<file path="src/rtl/instr_encoder.sv">
`timescale 1ns/1ps
// instr_encoder: builds RV32I ALU instruction words (R-type / I-type) from
// decoded fields, rejects illegal field combinations and delivers accepted
// words through a 2-entry registered skid buffer. A companion sideband
// (rs2/imm select, register write enable) mirrors what the main decoder is
// expected to produce for the head word.
module instr_encoder (
  input  logic        clk,
  input  logic        rst,
  // producer side
  input  logic        in_valid,
  output logic        in_ready,
  input  logic        in_kind,
  input  logic [4:0]  in_rd,
  input  logic [4:0]  in_rs1,
  input  logic [4:0]  in_rs2,
  input  logic [2:0]  in_funct3,
  input  logic        in_alt,
  input  logic [11:0] in_imm,
  // consumer side
  output logic        out_valid,
  input  logic        out_ready,
  output logic [31:0] out_instr,
  output logic        out_rs2_imm_sel,
  output logic        out_reg_w_en,
  // status
  output logic        out_err,
  output logic [15:0] instr_cnt,
  output logic [7:0]  err_cnt
);

  localparam logic [6:0] OPC_R_TYPE  = 7'b0110011;
  localparam logic [6:0] OPC_I_TYPE  = 7'b0010011;
  localparam logic       KIND_R      = 1'b0;
  localparam logic [2:0] F3_ADD_SUB  = 3'b000;
  localparam logic [2:0] F3_SLL      = 3'b001;
  localparam logic [2:0] F3_SRL_SRA  = 3'b101;
  localparam logic [6:0] SHAMT_HI_L  = 7'b0000000;
  localparam logic [6:0] SHAMT_HI_A  = 7'b0100000;
  localparam logic [1:0] CNT_EMPTY   = 2'd0;
  localparam logic [1:0] CNT_FULL    = 2'd2;
  localparam int         DEPTH       = 2;

  // ------------------------------------------------------------------
  // State
  // ------------------------------------------------------------------
  logic [31:0] word_mem [0:DEPTH-1];   // encoded words
  logic        sel_mem  [0:DEPTH-1];   // rs2/imm select per entry (1 = I-type)
  logic        head_reg;
  logic        tail_reg;
  logic [1:0]  count_reg;
  logic [1:0]  count_next;
  logic        in_ready_reg;
  logic        err_reg;
  logic [15:0] instr_cnt_reg;
  logic [7:0]  err_cnt_reg;

  // ------------------------------------------------------------------
  // Combinational helpers
  // ------------------------------------------------------------------
  logic        in_fire;
  logic        out_fire;
  logic        legal;
  logic        push;
  logic        pop;
  logic [31:0] enc_word;
  logic [DEPTH-1:0] wr_en;

  assign in_fire  = in_valid & in_ready_reg;
  assign out_fire = out_valid & out_ready;
  assign push     = in_fire & legal;
  assign pop      = out_fire;

  // Reject field combinations that have no RV32I encoding.
  always_comb begin
    legal = 1'b1;
    if (in_kind == KIND_R) begin
      // bit 30 only selects SUB (funct3 000) or SRA (funct3 101)
      if (in_alt && (in_funct3 != F3_ADD_SUB) && (in_funct3 != F3_SRL_SRA)) begin
        legal = 1'b0;
      end
    end else begin
      // shift-immediates carry a 5-bit shamt; upper bits are fixed
      if ((in_funct3 == F3_SLL) && (in_imm[11:5] != SHAMT_HI_L)) begin
        legal = 1'b0;
      end
      if ((in_funct3 == F3_SRL_SRA) &&
          (in_imm[11:5] != SHAMT_HI_L) && (in_imm[11:5] != SHAMT_HI_A)) begin
        legal = 1'b0;
      end
    end
  end

  // Assemble the instruction word for the presented fields.
  always_comb begin
    enc_word = 32'd0;
    if (in_kind == KIND_R) begin
      enc_word = {1'b0, in_alt, 5'b00000, in_rs2, in_rs1, in_funct3, in_rd, OPC_R_TYPE};
    end else begin
      enc_word = {in_imm, in_rs1, in_funct3, in_rd, OPC_I_TYPE};
    end
  end

  // Next occupancy; a push and a pop in the same cycle cancel out.
  always_comb begin
    count_next = count_reg;
    case ({push, pop})
      2'b10:   count_next = count_reg + 2'd1;
      2'b01:   count_next = count_reg - 2'd1;
      default: count_next = count_reg;
    endcase
  end

  // Per-entry write enables: only the tail slot is written on a push.
  generate
    for (genvar gi = 0; gi < DEPTH; gi++) begin : g_wr_en
      assign wr_en[gi] = push && (tail_reg == 1'(gi));
    end
  endgenerate

  // ------------------------------------------------------------------
  // Sequential logic
  // ------------------------------------------------------------------

  // Entry storage; cleared on reset so the head reads as zero when idle.
  always_ff @(posedge clk or posedge rst) begin
    if (rst) begin
      for (int i = 0; i < DEPTH; i++) begin
        word_mem[i] <= 32'd0;
        sel_mem[i]  <= 1'b0;
      end
    end else begin
      for (int i = 0; i < DEPTH; i++) begin
        if (wr_en[i]) begin
          word_mem[i] <= enc_word;
          sel_mem[i]  <= in_kind;
        end
      end
    end
  end

  // Pointers, occupancy and the registered ready flag.
  always_ff @(posedge clk or posedge rst) begin
    if (rst) begin
      head_reg     <= 1'b0;
      tail_reg     <= 1'b0;
      count_reg    <= CNT_EMPTY;
      in_ready_reg <= 1'b1;
    end else begin
      if (push) begin
        tail_reg <= ~tail_reg;
      end
      if (pop) begin
        head_reg <= ~head_reg;
      end
      count_reg    <= count_next;
      // ready is taken from next-state occupancy so it never depends
      // combinationally on out_ready
      in_ready_reg <= (count_next != CNT_FULL);
    end
  end

  // One-cycle error pulse for each rejected input.
  always_ff @(posedge clk or posedge rst) begin
    if (rst) begin
      err_reg <= 1'b0;
    end else begin
      err_reg <= in_fire & ~legal;
    end
  end

  // Delivered-word counter; wraps naturally at 16 bits.
  always_ff @(posedge clk or posedge rst) begin
    if (rst) begin
      instr_cnt_reg <= 16'd0;
    end else if (pop) begin
      instr_cnt_reg <= instr_cnt_reg + 16'd1;
    end
  end

  // Rejected-input counter; sticks at its maximum.
  always_ff @(posedge clk or posedge rst) begin
    if (rst) begin
      err_cnt_reg <= 8'd0;
    end else if (in_fire && !legal && (err_cnt_reg != 8'hFF)) begin
      err_cnt_reg <= err_cnt_reg + 8'd1;
    end
  end

  // ------------------------------------------------------------------
  // Outputs
  // ------------------------------------------------------------------
  assign in_ready        = in_ready_reg;
  assign out_valid       = (count_reg != CNT_EMPTY);
  assign out_instr       = word_mem[head_reg];
  assign out_rs2_imm_sel = sel_mem[head_reg];
  assign out_reg_w_en    = out_valid;
  assign out_err         = err_reg;
  assign instr_cnt       = instr_cnt_reg;
  assign err_cnt         = err_cnt_reg;

endmodule
</file>
<file path="config.mk">
export PLATFORM = sky130hd
export DESIGN_NAME = instr_encoder
export DESIGN_NICKNAME = d
export VERILOG_FILES = /design/src/rtl/instr_encoder.sv
export SDC_FILE = /design/constraint.sdc
export NUM_CORES = 1
export LEC_CHECK = 0
export BUFFER_PORTS_ARGS = -buffer_cell sky130_fd_sc_hd__clkbuf_2
export CORE_MARGIN = 4
export CORE_UTILIZATION = 28
export CTS_CLUSTER_SIZE = 24
export DETAILED_ROUTE_END_ITERATION = 8
export PLACE_DENSITY_LB_ADDON = 0.05
export SLEW_MARGIN = 20
export SYNTH_ARGS = -nofsm -noshare
export SYNTH_HDL_FRONTEND = slang
export SYNTH_SLANG_ARGS = --single-unit
</file>
<file path="constraint.sdc">
create_clock -name clk -period 6.5 [get_ports clk]
set_input_delay 0.975 -clock clk [delete_from_list [all_inputs] [get_ports clk]]
set_output_delay 0.975 -clock clk [all_outputs]
set_load 0.02 [all_outputs]
</file>
==> impl_metrics.yaml <==
run_status:
  outcome: "complete, no violations"
timing:
  hold_violations: 0
  finalCritPeriodShare: 0.432
  fin_crit_ns: 2.81
  max_freq_mhz: 356
  fin_skew_ns: 0.00664
  setup-tns-final_ns: 0
  worstMarginPinSlew_ns: 0.889
  drv_slew: 0
  setup_violations: 0
  rsz0062_at_grt: "no"
  relSlewSlack: 0.407
floorplan:
  die_h_um: 129
  core_um2: 14500
  rows: 44
  die_w_um: 129
  ios: 97
  dieArea_um2: 16800
  initial_utilization: 0.285
placement:
  place_congestion: 0.691
  port-buffer-count: 93
  dp_hpwl_mm: 6.18
  postPlaceCellArea_um2: 4700
cts:
  root_buffer: "clkbuf_16"
  post_cts_resized: 0
  cts_sinks: 86
  cts_buffer_depth: 2
  cts_tree: "yes"
  cts.clk_slew.worst_paths_ns: 0.06
  cts_buffers: 9
  worstSkewPairLatency_ns: 0.34
  cts_hold_buf: 0
  htreeDepth: 3
  post-cts-setup-buffers: 0
logic_synthesis:
  synth_cells: 297
  yosysTopAreaCell: "dfrtp_1"
  syn-cell-area_um2: 4130
  synth.distinct_cells: 37
  synthTopCellsByArea: "dfrtp_1 51%, mux2_2 14%, mux2_4 13%"
  avgSynthCellArea_um2: 13.9
  ys_seq_elements: 86
  yosysWarnings: 0
  synth-seq-area-share: 0.521
  synth_top_area_share: 0.515
power:
  peakVddDrop_uv: 156
  power.total_uw: 2460
  powerDensity_nw_per_um2: 493
  p_leak_uw: 0.00236
route:
  routedWlPerCell_um: 15.9
  wl_mm: 9.19
  route.detailed.drc: 0
  antenna_left: 0
  vias: 2533
  dr.first_iter.drc_count: 104
  first_pass_iters: 6
  vias_per_cell: 4.39
layout:
  final_util: 0.345
  area_growth_syn_to_layout_pct: 20.8
  multi_input_area_um2: 1820
  drive_gt1_frac: 0.532
  largest_reg_flops: 54
  diodes: 0
  final-seq-area_um2: 2150
  layout.nets: 427
  final_area_um2: 4990
  fillers: 1451
global_route:
  antenna_found_initial: 0
  grt_pass1_wl_mm: 14.9
  first_global_vias: 2712
  overflow: 0
  grt_max_degree: 52
  grt_use_total: 0.116
critical_path:
  cp-start-kind: "input pin"
  r2r_cells: 3
  r2r_setup_slack_ns: 4.44
  path_class: "input pin to flop"
  worstPathMaxFanout: 28
  crit_arrival_ns: 3.03
  worstPathRequired_ns: 6.72
  cp-end-kind: "flop"
worst_hold_path:
  holdPathStages: 1
  hold_path_class: "flop to flop"
run:
  maxCapViolations: 0
## per-stage QoR
step | worst slack, ns | std cells | hold slack [ns]
2_1_floorplan | 3.30 | 299 | 0.433
3_3_place_gp | 3.26 | 561 | 0.450
3_5_place_dp | 3.24 | 561 | 0.449
4_1_cts | 3.62 | 577 | 0.464
5_1_grt | 3.53 | 577 | 0.478
6_report | 3.69 | 577 | 0.465
## final timing paths
| path | startpoint | end |
|---|---|---|
| setup / recovery | in_imm[6] | word_mem[25]$_DFFE_PP0P_ |
| hold / removal | word_mem[36]$_DFFE_PP0P_ | word_mem[36]$_DFFE_PP0P_ |
| setup reg to reg | in_ready$_DFF_PP1_ | word_mem[25]$_DFFE_PP0P_ |
| hold reg to reg | word_mem[36]$_DFFE_PP0P_ | word_mem[36]$_DFFE_PP0P_ |
| max in group asynchronous | rst | sel_mem[1]$_DFFE_PP0P_ |
| min in group asynchronous | rst | count_reg[1]$_DFF_PP0_ |
## area by class of cell
| type | count | share of cell area |
|---|---|---|
| Clock buffer | 10 | 0.0459 |
| Inverter | 3 | 0.00276 |
| Multi-Input combinational cell | 192 | 0.364 |
| Tap cell | 184 | 0.0461 |
| Clock inverter | 6 | 0.0123 |
| Timing Repair Buffer | 96 | 0.0977 |
| Sequential cell | 86 | 0.431 |
## metal layers
layer,vias to the layer above,wire (um),share of wire,global-route usage
li1,1209,-,-,-
met1,1253,4510,0.49,0.163
met2,58,4020,0.44,0.168
met3,13,468,0.051,0.0280
met4,0,189,0.021,0.0550
met5,-,0,0,0
## cells by family after synthesis
logic type / Yosys count / share of synthesized area
AOI/OAI and AO/OA: 9 / 0.0151
xor gates and xnor gates: 26 / 0.0551
adders and majority gates: 3 / 0.00908
buffers and inverters: 21 / 0.0427
DFF: 86 / 0.521
muxes: 89 / 0.276
other: 1 / 0.000907
and+or+nand+nor: 62 / 0.0802
## critical path: stages
cell      delay (ns)
clkbuf_2        0.09
nor4_2          0.35
and3_1          0.20
o22a_1          0.18
and3_2          0.79
mux2_2          0.41
## cell usage in the layout, fill, tap and decap left out, types with 2 or more instances in the layout
| cell | count |
|---|---|
| xnor2_1 | 18 |
| conb_1 | 3 |
| nand4_1 | 5 |
| clkbuf_16 | 9 |
| dfrtp_1 | 85 |
| a21oi_1 | 2 |
| nand3_1 | 11 |
| mux2_4 | 37 |
| xor2_1 | 8 |
| inv_1 | 2 |
| ha_1 | 3 |
| clkbuf_2 | 93 |
| or2_2 | 3 |
| clkinv_2 | 3 |
| nor2_1 | 7 |
| o21ai_0 | 2 |
| nand2b_1 | 2 |
| buf_4 | 3 |
| nor3_1 | 2 |
| nand2_1 | 15 |
| and2_1 | 6 |
| mux2_2 | 51 |
| and3_1 | 5 |
## power by group
part	internal, uW	total [uW]	switching (uW)
sequential	755	897	142
clock	297	512	215
combinational	525	1050	530
## synth_stat cells
library cell	instances
xor2_1	8
mux2_2	51
buf_12	2
and3_1	6
buf_4	7
o21a_1	1
and2_2	1
dfstp_2	1
or2_2	3
ha_1	3
mux2i_1	1
a311o_2	1
a21oi_1	2
dfrtp_1	85
buf_2	1
mux2_4	37
o21ai_0	2
conb_1	1
nand4_1	5
nand3_1	11
nor2_1	7
xnor2_1	18
a31oi_1	1
nand2b_1	2
buf_8	2
nor2b_1	1
buf_6	2
nor4_2	1
inv_1	3
o2111ai_1	1
o22a_1	1
nor3b_2	1
nand3b_1	1
nor3_1	2
clkbuf_1	4
and2_1	6
nand2_1	15
Power figures use the tool's default switching activity.
